$ cat src/rtl/mem_if_pkg.sv
// rtl/mem_if_pkg.sv - line/beat geometry and adapter state shared with the arbiter and cache
package mem_if_pkg;

    localparam int LINE_WIDTH  = 256;
    localparam int BEAT_WIDTH  = 64;
    localparam int BEATS       = LINE_WIDTH / BEAT_WIDTH;
    localparam int OFFSET_BITS = 5;
    localparam int ADDR_WIDTH  = 32;

    typedef enum logic [1:0] {
        IDLE  = 2'd0,
        READ  = 2'd1,
        WRITE = 2'd2,
        DONE  = 2'd3
    } adapter_state_t;

endpackage

$ cat src/rtl/cacheline_adapter.sv
// rtl/cacheline_adapter.sv - 256-bit line port to 4-beat 64-bit burst memory adapter
module cacheline_adapter #(
    parameter int LINE_WIDTH = mem_if_pkg::LINE_WIDTH,
    parameter int BEAT_WIDTH = mem_if_pkg::BEAT_WIDTH
) (
    input  logic                  clk,
    input  logic                  rst,
    input  logic [LINE_WIDTH-1:0] line_i,
    output logic [LINE_WIDTH-1:0] line_o,
    input  logic [31:0]           address_i,
    input  logic                  read_i,
    input  logic                  write_i,
    output logic                  resp_o,
    input  logic [BEAT_WIDTH-1:0] burst_i,
    output logic [BEAT_WIDTH-1:0] burst_o,
    output logic [31:0]           address_o,
    output logic                  read_o,
    output logic                  write_o,
    input  logic                  resp_i
);

    import mem_if_pkg::adapter_state_t;
    import mem_if_pkg::IDLE;
    import mem_if_pkg::READ;
    import mem_if_pkg::WRITE;
    import mem_if_pkg::DONE;
    import mem_if_pkg::OFFSET_BITS;

    localparam int BEATS = LINE_WIDTH / BEAT_WIDTH;
    localparam int CNT_W = (BEATS > 1) ? $clog2(BEATS) : 1;
    localparam logic [CNT_W-1:0] LAST_BEAT = CNT_W'(BEATS - 1);

    adapter_state_t        r_state;
    adapter_state_t        w_next_state;
    logic [CNT_W-1:0]      r_cnt;
    logic [31:OFFSET_BITS] r_addr;
    logic [LINE_WIDTH-1:0] r_wline;
    logic [LINE_WIDTH-1:0] r_line;
    logic                  w_last_beat;
    logic                  w_unused_offset;

    // Line offset bits never reach memory: bursts always start on a line boundary.
    assign w_unused_offset = ^address_i[OFFSET_BITS-1:0];

    assign w_last_beat = resp_i && (r_cnt == LAST_BEAT);

    // State register.
    always_ff @(posedge clk or negedge rst) begin
        if (!rst) begin
            r_state <= IDLE;
        end else begin
            r_state <= w_next_state;
        end
    end

    // Next state: write wins over read so a dirty victim is written back before the fill.
    always_comb begin
        w_next_state = r_state;
        case (r_state)
            IDLE: begin
                if (write_i) begin
                    w_next_state = WRITE;
                end else if (read_i) begin
                    w_next_state = READ;
                end
            end
            READ: begin
                if (w_last_beat) begin
                    w_next_state = DONE;
                end
            end
            WRITE: begin
                if (w_last_beat) begin
                    w_next_state = DONE;
                end
            end
            DONE: begin
                w_next_state = IDLE;
            end
            default: begin
                w_next_state = IDLE;
            end
        endcase
    end

    // Request latching, beat counter and read-line assembly; inputs are frozen at acceptance.
    always_ff @(posedge clk or negedge rst) begin
        if (!rst) begin
            r_cnt   <= '0;
            r_addr  <= '0;
            r_wline <= '0;
            r_line  <= '0;
        end else begin
            case (r_state)
                IDLE: begin
                    if (write_i) begin
                        r_addr  <= address_i[31:OFFSET_BITS];
                        r_wline <= line_i;
                    end else if (read_i) begin
                        r_addr  <= address_i[31:OFFSET_BITS];
                    end
                end
                READ: begin
                    if (resp_i) begin
                        r_line[r_cnt*BEAT_WIDTH +: BEAT_WIDTH] <= burst_i;
                        r_cnt <= r_cnt + 1'b1;
                    end
                end
                WRITE: begin
                    if (resp_i) begin
                        r_cnt <= r_cnt + 1'b1;
                    end
                end
                DONE: begin
                    r_cnt <= '0;
                end
                default: begin
                    r_cnt <= '0;
                end
            endcase
        end
    end

    assign read_o    = (r_state == READ);
    assign write_o   = (r_state == WRITE);
    assign resp_o    = (r_state == DONE);
    assign address_o = {r_addr, {OFFSET_BITS{1'b0}}};
    assign burst_o   = (r_state == WRITE) ? r_wline[r_cnt*BEAT_WIDTH +: BEAT_WIDTH] : '0;
    assign line_o    = r_line;

endmodule

$ cat config.mk
export PLATFORM = sky130hd
export DESIGN_NAME = cacheline_adapter
export DESIGN_NICKNAME = d
export VERILOG_FILES = /design/src/rtl/mem_if_pkg.sv /design/src/rtl/cacheline_adapter.sv
export SDC_FILE = /design/constraint.sdc
export NUM_CORES = 1
export LEC_CHECK = 0
export CORE_AREA = 5 5 277 279
export CTS_CLUSTER_SIZE = 12
export DETAILED_ROUTE_END_ITERATION = 7
export DIE_AREA = 0 0 282 284
export GPL_ROUTABILITY_DRIVEN = 0
export SYNTH_ARGS = -nofsm -noshare
export SYNTH_HDL_FRONTEND = slang
export SYNTH_SLANG_ARGS = --single-unit
$ cat constraint.sdc
create_clock -name clk -period 3.1 [get_ports clk]
set_clock_uncertainty 0.15 [all_clocks]
set_input_delay 0.465 -clock clk [delete_from_list [all_inputs] [get_ports clk]]
set_output_delay 0.465 -clock clk [all_outputs]
set_load 0.1 [all_outputs]
== Yosys cells after proc, flatten, opt, wreduce, memory -nomap -nowiden ==
Cells that the tools add are included.

* Bits in registers: 543
* Bits in latches: 0
* Bits in writable memories: 0
* Memory bits (read-only): 0
* Output and inout bits: 355
* Memories: 0

* $add $sub $neg: 2
* $mul: 0
* Div/mod/pow operators: 0
* $lt $le $gt $ge: 0
* Eq/ne operators: 7
* Shift-type cells: 3
* Mux-type cells: 10
* Bitwise logic cells: 0
* Reductions and logical operators: 10

{| class="wikitable"
|+ Operator list
! kind !! count
|-
| $bwmux W256 || 1
|-
| $shift A64 B34 Y256 const A || 1
|-
| $shiftx A256 B9 Y64 || 1
|-
| $shiftx A64 B34 Y256 || 1
|-
| $mux W64 || 1
|-
| $mux W27 || 2
|-
| $neg A8 Y34 || 1
|-
| $reduce_and A2 Y1 || 5
|-
| $mux W2 || 4
|-
| $eq A2 B2 Y1 const B || 3
|-
| $pmux W2 S3 || 1
|-
| $ne A2 B1 Y1 const B || 2
|-
| $pmux W2 S2 || 1
|-
| $reduce_bool A2 Y1 || 2
|-
| $ne A3 B3 Y1 const B || 1
|-
| $add A2 B1 Y2 const B || 1
|-
| $eq A2 B1 Y1 const B || 1
|-
| $logic_not A2 Y1 || 1
|-
| $reduce_or A2 Y1 || 1
|-
| $logic_and A1 B1 Y1 || 1
|}

== Depth between registers and ports, before layout ==
Gate-level depths: netlist of run 1.

* Depth after elaboration: 4
* Mapped depth: 9

== Least setup slack after synthesis of run 1 ==
No wires, ideal clock.

* Kind: register -> output
* Start point: register r_state[0]
* End point: output burst_o[10]
* Arrival time: 2.576 ns
* Setup slack: -0.091 ns
* Cell stages (with the launch flop): 6
* Buffers on the path: 2
* Path through: dfrtp_1 inv_1 ha_1 buf_1 clkbuf_1 and2_1

* Word-level cells in the longest chain between the ends: 2

{| class="wikitable"
|+ RTL lines
! item !! line !! text
|-
| start, declared || cacheline_adapter.sv:33 || <nowiki>adapter_state_t r_state;</nowiki>
|-
| start signal, assigned || cacheline_adapter.sv:52 || <nowiki>r_state <= w_next_state;</nowiki>
|-
| $eq A2 B2 Y1 || n/a ||
|-
| named net write_o || cacheline_adapter.sv:18 || <nowiki>output logic write_o,</nowiki>
|-
| $mux W64 || cacheline_adapter.sv:128 || <nowiki>assign burst_o = (r_state == WRITE) ? r_wline[r_cnt*BEAT_WIDTH +: BEAT_WIDTH] : '0;</nowiki>
|-
| end, declared || cacheline_adapter.sv:15 || <nowiki>output logic [BEAT_WIDTH-1:0] burst_o,</nowiki>
|}

The timed path passes the listed nets, and every way through them passes these cells.

== Worst setup path in the final report of run 1 ==
* Start point: register r_cnt[0]
* End point: output burst_o[20]

* Word-level cells in the longest chain between the ends: 2

{| class="wikitable"
|+ RTL lines
! item !! line !! text
|-
| start, declared || cacheline_adapter.sv:35 || <nowiki>logic [CNT_W-1:0] r_cnt;</nowiki>
|-
| start signal, assigned || cacheline_adapter.sv:106 || <nowiki>r_cnt <= r_cnt + 1'b1;</nowiki>
|-
| start signal, assigned || cacheline_adapter.sv:111 || <nowiki>r_cnt <= r_cnt + 1'b1;</nowiki>
|-
| $shiftx A256 B9 Y64 || cacheline_adapter.sv:128 ||
|-
| $mux W64 || cacheline_adapter.sv:128 ||
|}

No other way between the ends.

==> results list, run 1 <==
* Xor/xnor share of the synthesized area: 0
- Adding up every negative setup slack in the final design gives 0 ns.
* Number of buffers between clock root and the deepest sink: 3
- Actual transition at the worst max-transition pin: 0.687 ns
* Critical path data arrival time: 2.35 ns
- Yosys synthesis warning count: 0
- Post-synthesis area per instance: 16.0 um2
- The floorplan step defined a die boundary enclosing 80,100 um2.
- The max-slew violation count was 0.
- DR vias/cell: 4.90
- Period utilization: 0.955
- Detailed-route DRC error count: 0
- Min Tclk post-route: 2.96 ns
* Number of instances in the synthesized netlist: 1,367
- Post-synthesis register bit count: 543
- After synthesis, the largest family of logic cells by area is multiplexers.
* Deepest level of the CTS H-tree: 2
- The initial antenna violation count came to 17.
* Start-to-end type of the worst setup path: reg -> out
* Cell with the most instances after synthesis: sky130_fd_sc_hd__dfrtp_1
- Layout net count: 2,446
- The number of different library cells used by synthesis comes to 28.
- Number of enable flip-flop cells after synthesis: 0
- Once detail routing completed, the nets flagged for antenna violations numbered 0.
* Crit. End Element: output pin
- Synth-to-layout area growth: 47.3%
- Ranking of synthesized cells by area: sky130_fd_sc_hd__dfrtp_1 (62%), sky130_fd_sc_hd__mux2_2 (15%), sky130_fd_sc_hd__a22o_1 (10%), sky130_fd_sc_hd__mux4_2 (6.6%), sky130_fd_sc_hd__and2_1 (1.8%)
- Total power per unit cell area: 1220 nW/um2
- In this run the worst path has a maximum fanout of 6.
* Number of hold violations in the final report: 0
- Row generation in the floorplan step produced 100 rows.
- Proportion of layout cells with a drive suffix above 1: 0.431
- Root cell of the clock tree: sky130_fd_sc_hd__clkbuf_16
- Setup repair after global routing left no endpoint under its margin.
* Setup-violating endpoint count in the final report: 0
* Mux contribution to synthesized area: 0.214
* TritonCTS clock tree: built
* Post-Route Hold Slack: 0.325 ns
- Counting flops with an async set or reset pin after synthesis yields a share of 1.00.
- Dividing the detail-routed wire length by the instance count gives 23.9 um.
- Final core occ: 0.435
* Largest net degree at the start of global routing: 74
- The run finished with clean final reports.
* Effective utilization at floorplan: 0.295
* Maximum ir drop on the vdd rail: 0.000744 V
* Total core area: 73,900 um2
* Startpoint kind of the worst setup timing path: flop
- Of the total synthesized cell area, the portion taken by full adders, half adders and majority gates is 0.00573.
- Clock tree synthesis inserted a total of 59 buffers.
- Placement Cell Area: 30,100 um2
- Part of the Yosys area used for sequential elements: 0.622
* GRT Overall Usage: 0.177
- The first global-routing pass estimated 109,000 um of wire.
- The detailed router finished its first iteration with 716 violations.
- The share of the synthesized area in compound gates (AO/OA/AOI/OAI) is 0.104.
- Clock-pin slew was measured on the worst setup and hold paths at 0.06 ns.
- In this run the cell area of the synthesized design comes to 21,800 um2.
* Top Ports: 712
* Ys flop type: sky130_fd_sc_hd__dfrtp_1
- Simple-gate share of the synthesized area: 0.0264
- Of all cell types, the one taking the most synthesized area is sky130_fd_sc_hd__dfrtp_1.
- Clock net sink count: 543
- Vias in the first global route: 16.8k
- Slew Limit Headroom: 0.542
- Worst path required time: 2.48 ns
- The path class of the tightest hold or removal check is in -> reg.
- Post-detail-place hpwl: 52,300 um
- Number of iterations in the first detailed-routing pass: 5
* Number of inserted filler cells in the final layout: 6,625
- Area share of the leading cell type in the synthesized netlist: 0.622
- In the post-route analysis, the smallest setup slack over all paths is 0.139 ns.
- In this run the vertical extent of the chip is 284 um.
- The finished cells cover 32,100 um2.
* Max-cap check violation count: 0
- Width of the die: 282 um
- Maximum clock frequency: 338 MHz
* Most instantiated cells after synthesis: sky130_fd_sc_hd__dfrtp_1 (543), sky130_fd_sc_hd__mux2_2 (286), sky130_fd_sc_hd__a22o_1 (257), sky130_fd_sc_hd__and2_1 (64), sky130_fd_sc_hd__mux4_2 (64)
- Vias post-DR: 15.2k
- Overall routed net length: 74,100 um
* Global route overflow: 0
* Placement-stage worst setup slack: 0.283 ns
* Static leakage power: 14.5 nW
- At the later pin of the worst-skew pair, clock insertion delay measures 0.59 ns.
- Buffers placed on the I/O ports in this run total 701.
-- what timing repair did --
item / CTS / global route
cloned: 0 / 1
hold buffers: 1 / 0
endpoints found under the setup margin: 56 / 10
gates resized for setup: 1 / 0
setup buffers: 4 / 0
hold endpoints to repair: 54 / 0
-- critical path: stages, from the launching register on --
cell and delay [ns]:
sky130_fd_sc_hd__dfrtp_4 0.51, sky130_fd_sc_hd__buf_12 0.16, sky130_fd_sc_hd__buf_4 0.18, sky130_fd_sc_hd__mux4_2 0.50
sky130_fd_sc_hd__and2_2 0.22, sky130_fd_sc_hd__buf_12 0.16
-- per-stage QoR --
stage                     power, mW  cells
after global placement         32.3   2981
after floorplan                26.5   1371
after global routing           40.9   3102
final                          39.4   3105
after detailed placement       32.6   2981
after CTS                      39.8   3094
-- final timing paths --
kind	start	to	slack [ns]	cells after the start
max	r_cnt[0]$_DFFE_PN0P_	burst_o[20]	0.14	5
min	line_i[6]	r_wline[6]$_DFFE_PN0P_	0.32	2
min in group asynchronous	rst	r_wline[101]$_DFFE_PN0P_	0.33	2
max reg2reg	r_cnt[0]$_DFFE_PN0P_	line_o[3]$_DFFE_PN0P_	0.32	9
max in group asynchronous	rst	line_o[210]$_DFFE_PN0P_	1.48	4
min reg2reg	r_wline[189]$_DFFE_PN0P_	r_wline[189]$_DFFE_PN0P_	0.35	1
-- routing by layer --
layer | part of all wire | up-vias | global-route usage
met5 | 0.0013 | - | 0
met4 | 0.029 | 16 | 0.0575
met3 | 0.091 | 128 | 0.0590
met2 | 0.49 | 628 | 0.297
met1 | 0.38 | 7892 | 0.217
li1 | - | 6538 | -
-- layout make-up --
type,instances,area (um2),share of cell area
diodes,10,25.0,0.000778
repair buffers,757,7590,0.236
flip-flops and latches,543,13600,0.423
clock buffers,101,1850,0.0574
well taps,969,1210,0.0377
clock inverters,7,60.1,0.00187
inverters,6,22.5,0.000701
multi-input cells,712,7800,0.243
-- cells in the final DEF (no fill, tap or decap), types with 2 or more instances in the layout --
master                              n
sky130_fd_sc_hd__clkbuf_1          23
sky130_fd_sc_hd__conb_1             5
sky130_fd_sc_hd__nor2_1             3
sky130_fd_sc_hd__buf_4            324
sky130_fd_sc_hd__diode_2           10
sky130_fd_sc_hd__clkdlybuf4s50_1  350
sky130_fd_sc_hd__and2_2            60
sky130_fd_sc_hd__clkbuf_16         62
sky130_fd_sc_hd__nor4_4             2
sky130_fd_sc_hd__mux4_2            64
sky130_fd_sc_hd__inv_1              6
sky130_fd_sc_hd__nand3_4            2
sky130_fd_sc_hd__dfrtp_4            2
sky130_fd_sc_hd__buf_12            78
sky130_fd_sc_hd__nand3_2            2
sky130_fd_sc_hd__clkbuf_8          17
sky130_fd_sc_hd__nor4b_4            2
sky130_fd_sc_hd__a22o_1           257
sky130_fd_sc_hd__dfrtp_1          541
sky130_fd_sc_hd__clkinv_2           6
sky130_fd_sc_hd__buf_8              2
sky130_fd_sc_hd__and2_1             4
sky130_fd_sc_hd__nand2b_1           2
sky130_fd_sc_hd__mux2_2           286
sky130_fd_sc_hd__ha_1               9
sky130_fd_sc_hd__nand2_1            4
-- kinds of logic after synthesis --
group                      Yosys count
buffers and inverters              116
AOI/OAI and AO/OA                  260
other                                1
and+or+nand+nor                     86
muxes                              351
adders and majority gates           10
DFF                                543
-- registers in the layout, summed over array words and instances (netlist names) --
name / flops
r_state: 2
line_o: 256
r_cnt: 2
r_addr: 27
r_wline: 256
-- where the power goes --
group | switching, mW | total (mW) | internal [mW]
sequential | 1.52 | 11.3 | 9.79
combinational | 13.8 | 21.1 | 7.32
clock | 2.83 | 6.91 | 4.08
No activity file was read; power rests on OpenSTA's default activity.
==> inputs of run 2 (changes only) <==
--- a/config.mk
+++ b/config.mk
@@ -5,10 +5,10 @@
 export SDC_FILE = /design/constraint.sdc
 export NUM_CORES = 1
 export LEC_CHECK = 0
-export CORE_AREA = 5 5 277 279
+export CORE_AREA = 5 5 274 276
 export CTS_CLUSTER_SIZE = 12
 export DETAILED_ROUTE_END_ITERATION = 7
-export DIE_AREA = 0 0 282 284
+export DIE_AREA = 0 0 279 281
 export GPL_ROUTABILITY_DRIVEN = 0
 export SYNTH_ARGS = -nofsm -noshare
 export SYNTH_HDL_FRONTEND = slang
==> run 2 against run 1 <==
Effect of this change: via count down 0.70%; wire length up 1.9%; non-clock buffer count down 5; setup slack worse by 0.012 ns; final cell count down 0.87%; sequential share of layout area about the same; utilization up 0.92 points; total power about the same; first-iteration DRC count down 11%; clock-buffer cell count down 15; die area down 2.1%; critical path type unchanged; largest cell class unchanged.
==> results list, run 2 (same netlist as run 1, synthesis figures left out) <==
- Maximum clock frequency: 336 MHz (-0.39%)
- The number of global-route vias before repair was 17.0k (+1.3%).
- The count of routing violations after the opening detailed-route iteration is 638 (-11%).
* Number of hold violations in the final report: 0 (unchanged)
* Period utilization: 0.959 (+0.00373)
* Post-layout total power: 39.4 mW (about the same)
* Number of buffers between clock root and the deepest sink: 3 (unchanged)
- Actual transition at the worst max-transition pin: 0.899 ns (+0.211 ns)
- The I/O pin count is 712 (unchanged).
- Area occupied by multi-input gates: 7800 um2 (about the same)
* Die span in y: 281 um (-1.1%)
- Outcome: finished, final reports clean
- The maximum vdd drop was 0.00108 V (+45%).
- The slowest stage of the critical path is the sky130_fd_sc_hd__mux4_2 cell.
- Remaining number of nets flagged by the antenna check after routing: 0 (unchanged)
* Worst path required time: 2.48 ns (about the same)
- Crit path largest cell delay: 0.54 ns (+0.03 ns)
- The sum of routed wire length over all layers is 75,600 um (+1.9%).
- The maximum fanout encountered on the critical timing path was 27 (+21).
- The first-pass iteration count of the detailed router came to 4 (-1).
* Min Tclk post-route: 2.97 ns (+0.0116 ns)
- Vias post-DR: 15.1k (-0.70%)
* Cells traversed along the worst timing path: buf_16 -> mux4_2 -> and2_2 -> buf_12
* Number of antenna violations at the first check in global routing: 12 (-5)
- The core region area is 72,300 um2 (-2.2%).
- The max-slew violation count was 0 (unchanged).
- The quantity of I/O buffers inserted on ports is 701 (unchanged).
- Post-detail-place hpwl: 54,100 um (+3.4%)
- Clk pin slew, worst setup/hold paths: 0.06 ns (about the same)
* Static leakage power: 14.5 nW (-0.22%)
- The relative slew slack is 0.401 (-0.141).
- The initial core utilization was 0.302 (+0.00656).
* Sequential standard cell area: 13,600 um2 (unchanged)
- The clock latency of the later-clocked register in the worst-skew pair came to 0.62 ns (+0.03 ns).
- First-pass GRT wire length: 112,000 um (+2.4%)
* Crit. End Element: output pin
* Layout net count: 2,442 (-0.16%)
- Area of the die: 78,400 um2 (-2.1%)
- Number of buffers inserted during clock tree synthesis: 60 (+1.7%)
* Start-to-end type of the worst setup path: reg -> out
- Commonest cells after routing, fill and taps aside: sky130_fd_sc_hd__dfrtp_1 (541), sky130_fd_sc_hd__clkdlybuf4s50_1 (350), sky130_fd_sc_hd__buf_4 (314), sky130_fd_sc_hd__mux2_2 (286), sky130_fd_sc_hd__a22o_1 (257)
- Root cell of the clock tree: sky130_fd_sc_hd__clkbuf_16
- Critical path data arrival time: 2.36 ns (about the same)
- The library cell used most frequently in the layout, excluding fill and tap cells, is sky130_fd_sc_hd__dfrtp_1.
* Largest net degree at the start of global routing: 100 (+35%)
- Deepest level of the CTS H-tree: 2 (unchanged)
* Clock net sink count: 543 (unchanged)
* DR vias/cell: 4.90 (+0.17%)
* Max-cap check violation count: 0 (unchanged)
- Average routed wire per standard cell: 24.5 um (+2.8%)
- The overall fraction of global-route tracks in use was 0.187 (+0.00941).
- Number of standard-cell rows in the floorplan: 99 (-1.0%)
* Total power per unit cell area: 1230 nW/um2 (+0.17%)
- Setup-violating endpoint count in the final report: 0 (unchanged)
- The number of inserted filler cells in the final layout is 6,570 (-0.83%).
* Synth-to-layout area growth: 47.1%
- Global route overflow: 0 (unchanged)
- Startpoint kind of the worst setup timing path: flop
- The tightest min-delay check is of the in -> async type.
* Proportion of layout cells with a drive suffix above 1: 0.434 (+0.00312)
- TritonCTS clock tree: built
* Setup repair after global routing missed its margin: true
- Setup TNS: 0 ns (unchanged)
- Detailed-route DRC error count: 0 (unchanged)
* Width of the die: 279 um (-1.1%)
run 2: cell count changes in the layout (fill, tap and decap cells not counted), moves of 2 or more:
cell                         delta
sky130_fd_sc_hd__clkbuf_16      -2
sky130_fd_sc_hd__clkbuf_1      -13
sky130_fd_sc_hd__and2_2        -10
sky130_fd_sc_hd__inv_6          +2
sky130_fd_sc_hd__clkinvlp_4     +2
sky130_fd_sc_hd__clkinv_8       +3
sky130_fd_sc_hd__and2_4        +11
sky130_fd_sc_hd__diode_2        -4
sky130_fd_sc_hd__buf_12         +5
sky130_fd_sc_hd__buf_4         -10
sky130_fd_sc_hd__buf_6          +2
run 2: critical path, delay by kind of cell, from the launching register on:
| family | cells | cell delay [ns] |
|---|---|---|
| flip-flops | 1 | 0.50 |
| multiplexers | 1 | 0.54 |
| buffers and inverters | 2 | 0.42 |
| AND/OR/NAND/NOR | 1 | 0.23 |
run 2: metrics by stage:
step	utilization	setup WS [ns]	cell area [um2]	hold WS, ns	instances
2_1_floorplan	-	0.112	21900	0.0194	1371
3_3_place_gp	0.417	0.467	30200	0.278	2968
3_5_place_dp	0.417	0.387	30200	0.284	2968
4_1_cts	0.443	-0.0270	32100	0.218	3072
5_1_grt	0.444	-0.00543	32100	0.271	3076
6_report	0.444	0.127	32100	0.260	3078
run 2: power breakdown:
| part | internal, mW | switching, mW | total, mW |
|---|---|---|---|
| clock | 3.91 | 2.89 | 6.80 |
| combinational | 7.40 | 13.9 | 21.3 |
| sequential | 9.79 | 1.48 | 11.3 |
run 2: timing repair:
item | 4_1_cts | 5_1_grt
setup buffers | 3 | 0
hold buffers | 1 | 0
gates cloned | 0 | 0
resized for setup | 3 | 12
hold endpoints to repair | 48 | 0
setup endpoints to repair | 56 | 23
run 2: final timing paths:
kind,from,end,slack [ns],cells after the start
min,rst,r_wline[162]$_DFFE_PN0P_,0.26,2
max reg2reg,r_cnt[0]$_DFFE_PN0P_,line_o[28]$_DFFE_PN0P_,0.40,6
max in group asynchronous,rst,line_o[44]$_DFFE_PN0P_,1.60,3
min in group clk,address_i[8],r_addr[8]$_DFFE_PN0P_,0.31,2
max,r_cnt[0]$_DFFE_PN0P_,burst_o[47],0.13,4
min reg2reg,r_wline[137]$_DFFE_PN0P_,r_wline[137]$_DFFE_PN0P_,0.35,1
run 2: final cells by class:
class                           instances  share of cell area
Clock buffer                           86              0.0548
Tap cell                              959              0.0374
Sequential cell                       543               0.423
Antenna cell                            6            0.000468
Inverter                                6            0.000701
Clock inverter                         14             0.00374
Timing Repair Buffer                  752               0.237
Multi-Input combinational cell        712               0.243
run 2: layer usage:
| metal | up-vias | GRT usage | wire, um |
|---|---|---|---|
| li1 | 6535 | - | - |
| met1 | 7772 | 0.228 | 29400 |
| met2 | 648 | 0.316 | 37200 |
| met3 | 131 | 0.0627 | 6590 |
| met4 | 10 | 0.0553 | 2240 |
| met5 | - | 0 | 67 |
==> inputs of run 3 (changes only) <==
--- a/config.mk
+++ b/config.mk
@@ -6,7 +6,7 @@
 export NUM_CORES = 1
 export LEC_CHECK = 0
 export CORE_AREA = 5 5 274 276
-export CTS_CLUSTER_SIZE = 12
+export CTS_CLUSTER_SIZE = 16
 export DETAILED_ROUTE_END_ITERATION = 7
 export DIE_AREA = 0 0 279 281
 export GPL_ROUTABILITY_DRIVEN = 0
==> run 3 against run 2 <==
Effect of this change: final cell count up 0.13%; die area unchanged; highest routed layer unchanged; critical path depth unchanged; utilization about the same; maximum frequency up 0.17%.
==> results list, run 3 (same netlist as run 1, synthesis figures left out) <==
- Effective utilization at floorplan: 0.302 (unchanged)
- GRT Overall Usage: 0.186 (-0.000360)
* Number of buffers inserted during clock tree synthesis: 59 (-1.7%)
- The maximum root-to-sink buffer count is 3 (unchanged).
* R2r setup slk: 0.40 ns (about the same)
* Crit. End Element: output pin
- Worst path required time: 2.48 ns (about the same)
* DR vias/cell: 4.91 (+0.11%)
- TritonCTS built the clock tree.
- The relative slew slack came to 0.391 (-0.00951).
* Post-layout total power: 39.5 mW (+0.26%)
- The H-tree depth is 2 (unchanged).
- The setup violation total in the final timing report came to 0 (unchanged).
- Vias in the first global route: 17.0k (-0.047%)
- Area of the die: 78,400 um2 (unchanged)
- Maximum clock frequency: 337 MHz (+0.17%)
* Total core area: 72,300 um2 (unchanged)
- The final layout net count came to 2,441 (-0.041%).
- The worst path arrival time came to 2.35 ns (about the same).
* Number of hold violations in the final report: 0 (unchanged)
- Maximum ir drop on the vdd rail: 0.00108 V (+0.37%)
* Smallest setup slack after layout: 0.132 ns (+0.00496 ns)
- The count of routing violations after the opening detailed-route iteration came to 769 (+21%).
- The remaining routing DRC violations is 0 (unchanged).
- The sum of routed wire length over all layers came to 75,400 um (-0.21%).
* Synth-to-layout area growth: 47.2% (about the same)
* Actual transition at the worst max-transition pin: 0.913 ns (+0.0143 ns)
- The worst-case setup slack after placement is 0.387 ns (unchanged).
- The number of cell rows came to 99 (unchanged).
- The half-perimeter wire length after detailed placement is 54,100 um (unchanged).
- Clock tree synthesis selected as its root buffer the cell sky130_fd_sc_hd__clkbuf_16.
- The clock latency of the later-clocked register in the worst-skew pair came to 0.61 ns (about the same).
* Clk pin slew, worst setup/hold paths: 0.06 ns (about the same)
- Proportion of layout cells with a drive suffix above 1: 0.436 (+0.00201)
- Remaining number of nets flagged by the antenna check after routing: 0 (unchanged)
- The first-pass iteration count of the detailed router was 5 (+1).
- The power per cell area is 1230 nW/um2 (+0.17%).
- Largest net degree at the start of global routing: 100 (unchanged)
* Worst Hold Class: in -> async
- The post-detailed-route wirelength per cell was 24.5 um (-0.34%).
* Number of antenna violations at the first check in global routing: 12 (unchanged)
- The number of vias in the routed layout was 15.1k (+0.24%).
- STA classifies the critical path startpoint as a flop.
- The time the final worst path needs with I/O delays and setup was 2.97 ns (-0.00496 ns).
- The critical path in this run is classified as reg -> out.
- Setup repair after global routing missed its margin: true
- Static leakage power: 14.5 nW (about the same)
- The library cells used most frequently in the layout, excluding fill and tap cells, are sky130_fd_sc_hd__dfrtp_1 (541), sky130_fd_sc_hd__clkdlybuf4s50_1 (350), sky130_fd_sc_hd__buf_4 (314), sky130_fd_sc_hd__mux2_2 (286), sky130_fd_sc_hd__a22o_1 (257).
- Count of input and output buffers: 701 (unchanged)
- Outcome: finished, final reports clean
* Clock net sink count: 543 (unchanged)
- The share of the cycle needed by the critical path after routing is 0.957 (-0.00160).
* Most common library cell in the layout ignoring fill and taps: sky130_fd_sc_hd__dfrtp_1
- Top Ports: 712 (unchanged)
- The global-route congestion overflow total came to 0 (unchanged).
* Number of pins exceeding their max-slew limit in the final report: 0 (unchanged)
- Crit-path max FO: 27 (unchanged)
* Die span in y: 281 um (unchanged)
- Reg2reg start: r_cnt[0]$_DFFE_PN0P_
- Worst flop-to-flop path endpoint: line_o[28]$_DFFE_PN0P_
* Max-cap check violation count: 0 (unchanged)
* Worst R2R Path Depth: 6 (unchanged)
* Width of the die: 279 um (unchanged)
- The global-route wire length before repair came to 112,000 um (-0.21%).
-- run 3: changes by cell type in the layout (fill, tap and decap cells not counted) --
cell	previous run	this run
sky130_fd_sc_hd__clkbuf_16	60	59
sky130_fd_sc_hd__clkinv_8	3	0
sky130_fd_sc_hd__clkbuf_1	10	8
sky130_fd_sc_hd__inv_8	0	2
sky130_fd_sc_hd__and2_4	11	7
sky130_fd_sc_hd__bufinv_16	0	2
sky130_fd_sc_hd__inv_6	2	3
sky130_fd_sc_hd__and2_2	50	54
sky130_fd_sc_hd__clkbuf_8	16	15
sky130_fd_sc_hd__clkinvlp_4	2	5
sky130_fd_sc_hd__clkinv_2	6	9
-- run 3: power breakdown --
part / internal, mW / switching, mW / leakage [nW]
combinational: 7.39 / 13.9 / 6.66
clock: 4.01 / 2.90 / 0.938
sequential: 9.79 / 1.48 / 6.93
total: 21.2 / 18.3 / 14.5
-- run 3: worst max-delay path, cell delays in order, from the launching register on --
cell,delay (ns)
sky130_fd_sc_hd__dfrtp_4,0.50
sky130_fd_sc_hd__buf_16,0.25
sky130_fd_sc_hd__mux4_2,0.54
sky130_fd_sc_hd__and2_2,0.23
sky130_fd_sc_hd__buf_12,0.17
-- run 3: what timing repair did --
action                                  CTS  global route
endpoints found under the setup margin   56            13
resized for setup                         3             8
gates cloned                              0             0
hold buffers                              1             0
buffers inserted                          3             0
endpoints found under the hold margin    48             0
-- run 3: worst max-delay path by stage --
stage	startpoint	end	slack (ns)
after floorplan	r_state[0]$_DFFE_PN0P_	burst_o[0]	0.11
after global placement	r_cnt[0]$_DFFE_PN0P_	line_o[97]$_DFFE_PN0P_	0.47
after detailed placement	r_cnt[0]$_DFFE_PN0P_	line_o[100]$_DFFE_PN0P_	0.39
after CTS	r_cnt[0]$_DFFE_PN0P_	burst_o[1]	-0.02
after global routing	r_cnt[0]$_DFFE_PN0P_	burst_o[43]	-0.005
final	r_cnt[0]$_DFFE_PN0P_	burst_o[39]	0.13
-- run 3: final cells by class --
cell class / instances / area, um2
Fill cell: 6556 / 40200
Inverter: 6 / 22.5
Tap cell: 959 / 1200
Antenna cell: 6 / 15.0
Clock inverter: 22 / 200
Clock buffer: 82 / 1710
Sequential cell: 543 / 13600
Timing Repair Buffer: 752 / 7600
Multi-Input combinational cell: 712 / 7800
-- run 3: per-stage QoR --
stage,instance area [um2],instances,hold WS [ns],utilization,TNS [ns]
floorplan,21900,1371,0.0194,-,0
global placement,30200,2968,0.278,0.417,0
detailed placement,30200,2968,0.284,0.417,0
CTS,32100,3076,0.227,0.444,-0.0187
global route,32100,3080,0.277,0.444,-0.00823
finish,32100,3082,0.265,0.444,0
-- run 3: metal layers --
metal | global-route usage | vias to the layer above | share of wire
met2 | 0.315 | 628 | 0.49
li1 | - | 6535 | -
met5 | 0 | - | 0.00080
met4 | 0.0562 | 10 | 0.029
met1 | 0.228 | 7828 | 0.39
met3 | 0.0623 | 131 | 0.086
